**config.mk**
```make
export PLATFORM = sky130hd
export DESIGN_NAME = conv_seq
export DESIGN_NICKNAME = d
export VERILOG_FILES = /design/src/rtl/conv_seq.sv
export SDC_FILE = /design/constraint.sdc
export NUM_CORES = 2
export LEC_CHECK = 0
export ABC_AREA = 0
export BUFFER_PORTS_ARGS = -buffer_cell sky130_fd_sc_hd__buf_4
export CORE_UTILIZATION = 30
export DETAILED_ROUTE_END_ITERATION = 10
export PLACE_DENSITY = 0.52
export SYNTH_ARGS = -nofsm -noshare
export SYNTH_HDL_FRONTEND = slang
export SYNTH_SLANG_ARGS = --single-unit
export TNS_END_PERCENT = 1
```
**constraint.sdc**
```tcl
create_clock -name clk -period 29.7 [get_ports clk]
set_clock_uncertainty 0.05 [all_clocks]
set_input_delay 4.455 -clock clk [delete_from_list [all_inputs] [get_ports clk]]
set_output_delay 4.455 -clock clk [all_outputs]
set_load 0.01 [all_outputs]
```
**src/rtl/conv_seq.sv**
```systemverilog
// conv_seq: time-multiplexed convolution window accumulator.
//   One combinational fma is shared by every tap. Each accepted beat folds
//   filter*conv_input into the accumulator. After N = KSIZE*KSIZE*CHANNELS
//   beats the sum is offered downstream over a valid/ready handshake.
// Ports:
//   clk, rst_n        clock, synchronous active-low reset
//   in_valid/in_ready input beat handshake (ready only while accumulating)
//   filter/conv_input operand pair for the current tap
//   bias              initial accumulator value (CONV_SEQ_BIAS_EN builds only)
//   out_valid/out_ready result handshake
//   conv_output       window sum, held while out_valid=1
// Build option: define CONV_SEQ_BIAS_EN to seed each window with bias.

// fma: combinational single-precision y = a + b*c, single rounding (RNE).
//   Subnormal inputs are read as signed zero and results below the normal
//   range flush to signed zero. Any NaN operand, inf*0 or inf-inf gives the
//   quiet NaN 7FC00000. PREC is the number of guard bits kept below the
//   product LSB during alignment (>= 2 keeps rounding exact).
module fma #(
  parameter int PREC   = 15,
  parameter int DATA_W = 32
) (
  input  logic [DATA_W-1:0] a,
  input  logic [DATA_W-1:0] b,
  input  logic [DATA_W-1:0] c,
  output logic [DATA_W-1:0] y
);
  localparam int W = 49 + PREC;  // carry bit + 48-bit product + guard bits

  logic          sa, sp, bs, ss, rs, a_big, neg, stk, inc;
  logic [7:0]    xa, xb, xc;
  logic [23:0]   ma, mb, mc;
  logic [47:0]   mp, am, bm, smm;
  logic [W-1:0]  bx, sx, sum, norm;
  logic [W:0]    diff;
  logic [2*W-1:0] shw;
  logic [24:0]   mr;
  logic [22:0]   frac;
  logic          a_nan, b_nan, c_nan, a_inf, b_inf, c_inf, b_zero, c_zero, nan;
  int            ea, ep, be, se, d, p, e;

  always_comb begin
    sa = a[31];
    sp = b[31] ^ c[31];
    xa = a[30:23];
    xb = b[30:23];
    xc = c[30:23];
    ma = (xa == 8'd0) ? 24'd0 : {1'b1, a[22:0]};
    mb = (xb == 8'd0) ? 24'd0 : {1'b1, b[22:0]};
    mc = (xc == 8'd0) ? 24'd0 : {1'b1, c[22:0]};
    // Product and addend share the scale 2^(exp-127-46).
    mp = {24'd0, mb} * {24'd0, mc};
    am = {1'b0, ma, 23'd0};
    ea = int'(xa);
    ep = int'(xb) + int'(xc) - 127;
    // A zero operand never sets the alignment exponent.
    a_big = (mp == 48'd0) || ((am != 48'd0) && (ea >= ep));
    be  = a_big ? ea : ep;
    se  = a_big ? ep : ea;
    bs  = a_big ? sa : sp;
    ss  = a_big ? sp : sa;
    bm  = a_big ? am : mp;
    smm = a_big ? mp : am;
    d   = be - se;
    d   = ((d < 0) || (d > W)) ? W : d;
    bx  = {1'b0, bm, {PREC{1'b0}}};
    shw = {1'b0, smm, {PREC{1'b0}}, {W{1'b0}}} >> d;
    // Bits shifted out collapse into a sticky LSB.
    stk = |shw[W-1:0];
    sx  = shw[2*W-1:W] | {{(W-1){1'b0}}, stk};
    diff = (bs == ss) ? ({1'b0, bx} + {1'b0, sx}) : ({1'b0, bx} - {1'b0, sx});
    neg  = (bs != ss) && diff[W];
    sum  = neg ? ({W{1'b0}} - diff[W-1:0]) : diff[W-1:0];
    rs   = neg ? ss : bs;
    p = 0;
    for (int i = 0; i < W; i++) if (sum[i]) p = i;
    norm = sum << (W - 1 - p);
    inc  = norm[W-25] & ((|norm[W-26:0]) | norm[W-24]);
    mr   = {1'b0, norm[W-1 -: 24]} + {24'd0, inc};
    e    = be + p - 46 - PREC + (mr[24] ? 1 : 0);
    frac = mr[24] ? mr[23:1] : mr[22:0];

    a_nan  = (xa == 8'hFF) && (a[22:0] != 23'd0);
    b_nan  = (xb == 8'hFF) && (b[22:0] != 23'd0);
    c_nan  = (xc == 8'hFF) && (c[22:0] != 23'd0);
    a_inf  = (xa == 8'hFF) && (a[22:0] == 23'd0);
    b_inf  = (xb == 8'hFF) && (b[22:0] == 23'd0);
    c_inf  = (xc == 8'hFF) && (c[22:0] == 23'd0);
    b_zero = (xb == 8'd0);
    c_zero = (xc == 8'd0);
    nan = a_nan | b_nan | c_nan | (b_inf & c_zero) | (c_inf & b_zero) |
          ((b_inf | c_inf) & a_inf & (sa != sp));

    y = '0;
    if (nan)                y = 32'h7FC0_0000;
    else if (b_inf | c_inf) y = {sp, 8'hFF, 23'd0};
    else if (a_inf)         y = {sa, 8'hFF, 23'd0};
    else if (sum == '0)     y = {sa & sp, 31'd0};  // -0 only for (-0)+(-0)
    else if (e >= 255)      y = {rs, 8'hFF, 23'd0};
    else if (e <= 0)        y = {rs, 31'd0};
    else                    y = {rs, 8'(e), frac};
  end
endmodule

module conv_seq #(
  parameter int KSIZE    = 7,
  parameter int CHANNELS = 1,
  parameter int FMA_PREC = 15,
  parameter int DATA_W   = 32
) (
  input  logic              clk,
  input  logic              rst_n,
  input  logic              in_valid,
  output logic              in_ready,
  input  logic [DATA_W-1:0] filter,
  input  logic [DATA_W-1:0] conv_input,
  input  logic [DATA_W-1:0] bias,
  output logic              out_valid,
  input  logic              out_ready,
  output logic [DATA_W-1:0] conv_output
);
  localparam int N  = KSIZE * KSIZE * CHANNELS;
  localparam int CW = (N > 1) ? $clog2(N) : 1;

  typedef enum logic {ACCUM, DONE} state_t;

  state_t            state, state_nxt;
  logic [CW-1:0]     cnt;
  logic [DATA_W-1:0] acc, init, acc_in, fma_y;
  logic              accept, last;

`ifdef CONV_SEQ_BIAS_EN
  assign init = bias;
`else
  logic unused_bias;
  assign unused_bias = ^bias;
  assign init        = '0;
`endif

  assign accept = in_valid && in_ready;
  assign last   = (cnt == CW'(N - 1));
  // First beat of a window starts from init, never from a stale acc.
  assign acc_in = (cnt == '0) ? init : acc;

  fma #(.PREC(FMA_PREC), .DATA_W(DATA_W)) u_fma (
    .a(acc_in), .b(filter), .c(conv_input), .y(fma_y)
  );

  always_ff @(posedge clk) begin
    if (!rst_n) begin
      state <= ACCUM;
      cnt   <= '0;
      acc   <= '0;
    end else begin
      state <= state_nxt;
      if (accept) begin
        acc <= fma_y;
        cnt <= last ? '0 : cnt + CW'(1);
      end
    end
  end

  always_comb begin
    state_nxt = state;
    in_ready  = 1'b0;
    out_valid = 1'b0;
    case (state)
      ACCUM: begin
        in_ready = 1'b1;
        if (in_valid && last) state_nxt = DONE;
      end
      DONE: begin
        out_valid = 1'b1;
        if (out_ready) state_nxt = ACCUM;
      end
      default: state_nxt = ACCUM;
    endcase
  end

  assign conv_output = acc;
endmodule

```
==> impl_metrics.csv <==
group,metric,value,unit
die,dieArea,168000,µm²
detailed_routing,wl_met1,132,mm
global_routing,grt_pass1_wl,425,mm
setup_path,cp.arrival,30.50,ns
run,drv_cap,0,
finish,drive_gt1_share,34.3,%
cts,cts_hold_buf,0,
timing,rsz0062_at_grt,"true",
placement,dp_cells,11300,
cts,cts_max_level,2,
global_routing,grt_max_degree,70,
synthesis,synth_seq_cells,39,
timing,finalMaxSlewViolations,0,
detailed_routing,routed-wl-met3,25.5,mm
global_routing,grt_overflow_total,0,
detailed_routing,routed_wl,288,mm
cts,cts_sinks,39,
timing,min_period,30.38,ns
global_routing,grt_pass1_vias,64400,
detailed_routing,viasPerCell,5.78,
detailed_routing,antenna_left,0,
global_routing,antenna_found_initial,12,
timing,worst_slack,-0.675,ns
synthesis,syn_area,50000,µm²
synthesis,synth_fa_ha_area_share,27.4,%
setup_path,critPathCaptureType,"register",
die,num_rows,149,
synthesis,yosysTopAreaCellShare,19.4,%
timing,fin_tns_setup,-14.24,ns
setup_path,rr_worst_depth,116,
synthesis,synth_top_family_by_area,"simple AND/OR/NAND/NOR gates",
cts,clk_latency,0.29,ns
global_routing,track_usage,33.2,%
synthesis,yosysSeqAreaShare,1.56,%
cts,cts_tree,"built",
finish,stdcell_count,11400,
die,initial_utilization,30.3,%
synthesis,yosysMostFrequentCell,"nand2_1",
synthesis,syn_inst,7132,
setup_path,ff2ff_setup_slack,8.18,ns
die,die_height,410,µm
cts,clk_path_buf_depth,2,
finish,regArea,781,µm²
timing,period_share,102,%
placement,post-dp-hpwl,241,mm
detailed_routing,drc_errors,2,
setup_path,worstPathMaxFanout,24,
finish,nFillCells,17100,
die,fp.coreArea,165000,µm²
finish,multi_input_area,47000,µm²
synthesis,synth_common_cells,"nand2_1, inv_1, nor2_1",
detailed_routing,met2_length,121,mm
cts,cts_root_buf,"clkbuf_16",
timing,hold_viol_final,0,
setup_path,start_kind,"input port",
timing,finalSetupViolations,30,
synthesis,synth.largest_area_cell,"fa_1",
cts,numCtsBuffers,5,
worst_hold_path,hold_class,"register to register",
synthesis,synth.area.top_cells,"fa_1, ha_1, nand2_1, and3_1, inv_1",
die,die_x,410,µm
timing,hold_slack,0.441,ns
finish,final_nets,10100,
detailed_routing,vias,66100,
timing,relSlewSlack,17.9,%
synthesis,synth_compound_area_share,26.8,%
synthesis,yosysWarnings,0,
synthesis,yosys.area_share.simple,29.0,%
synthesis,synth_edf_count,0,
setup_path,max_stage_delay,0.56,ns
setup_path,crit_required,29.82,ns
timing,max_freq,0.0329,GHz
worst_hold_path,hold_path_depth,2,
cts,cts.clk_slew.worst_paths,0.06,ns
synthesis,avgSynthCellArea,7.01,µm²
synthesis,synth_xor_xnor_area_share,3.74,%
detailed_routing,detail_route.iter0.violations,7319,
setup_path,path_common_cell,"buf_4",
status,failed_checks,"design-rule violations, negative setup slack",
detailed_routing,highest_layer,"met5",
placement,finalWeightedCongestion,0.998,
detailed_routing,firstDrtPassIters,11,
synthesis,synth_cell_types,133,
timing,tightest_slew,1.23,ns
placement,dp_worst_setup_slack,-3.01,ns
setup_path,slowest_stage,"fa_1",
finish,syn2layout_area_growth,47.3,%
placement,portBuffers,101,
synthesis,async_flop_share,0,%
die,ios,134,
synthesis,ys.flop_type,"dfxtp_1",
detailed_routing,post_drt_wl_per_cell,25.2,µm
synthesis,synth_mux_area_share,2.41,%
setup_path,path_class,"input port to register",
synthesis,synthesis.nets,8036,
status,status,"complete, but fails checks",
worst paths after layout:
check,end,from
worst max register to register,conv_output[8]$_SDFFE_PN0P_,cnt[0]$_SDFFE_PN0P_
worst max-delay path,conv_output[8]$_SDFFE_PN0P_,filter[26]
worst min register to register,cnt[1]$_SDFFE_PN0P_,cnt[1]$_SDFFE_PN0P_
worst min-delay path,cnt[1]$_SDFFE_PN0P_,cnt[1]$_SDFFE_PN0P_
cells by family (layout without fill, tap and decap cells):
kind of cell | count (synthesis) | after routing
simple gates | 2850 | 2855
mux | 116 | 116
compound gates | 1973 | 1973
other cells | 0 | 3
xor+xnor | 209 | 209
buf+inv | 1141 | 3245
flops | 39 | 39
fa+ha+maj | 804 | 804
cells in the final DEF, fill, tap and decap left out, types with 59 or more instances in the layout:
master,Yosys,routed
buf_4,32,2501
o211ai_1,81,81
and2_1,107,97
nor2_1,540,516
fa_1,485,468
nor3_1,214,190
xnor2_1,140,136
nand2_1,762,747
ha_1,319,298
inv_1,620,611
and3_1,409,398
nor4_1,84,74
a21o_1,85,82
mux2i_1,79,74
nand4_1,107,107
xor2_1,65,59
nand3_1,279,271
a31oi_1,102,90
a21oi_1,462,415
o21ai_1,48,64
a211oi_1,80,63
o21ai_0,368,337
per-stage QoR:
stage | cell area [µm²] | util, %
finish | 73700 | 44.6
global placement | 69800 | 42.3
CTS | 72000 | 43.6
floorplan | 50000 | -
global route | 73700 | 44.6
detailed placement | 69800 | 42.3
routing by layer:
layer / track usage (%) / vias up
met4: 9.39 / 4
met3: 4.71 / 490
met2: 49.9 / 3114
met1: 48.6 / 32600
met5: 0 / -
li1: - / 29900
worst max-delay path: cells and delay by family:
family | cells | cell delay, ns
fa+ha+maj | 14 | 5.28
mux | 1 | 0.23
simple gates | 39 | 7.61
buf+inv | 29 | 4.02
xor+xnor | 2 | 0.31
compound gates | 46 | 8.45
layout make-up:
type,instances,share of cell area (%)
sequential,39,1.06
timing repair buffer,2609,28.1
tap,2189,3.72
antenna,3,0.0102
clock buffer,7,0.180
clock inverter,1,0.00679
multi-input combinational,5957,63.7
inverter,628,3.24
repair_timing:
item	in CTS	in global routing
gates cloned	10	3
gates resized for setup	268	262
pin swaps	123	196
buffers inserted	70	52
setup endpoints to repair	31	31
sequential cells by signal, summed over array words and instances (netlist names):
| register | flops |
|---|---|
| cnt | 6 |
| conv_output | 32 |
| state | 1 |
Power is left out: the tool's default activity adds up to more than one toggle a clock period on the data nets, which glitch-free logic cannot reach.
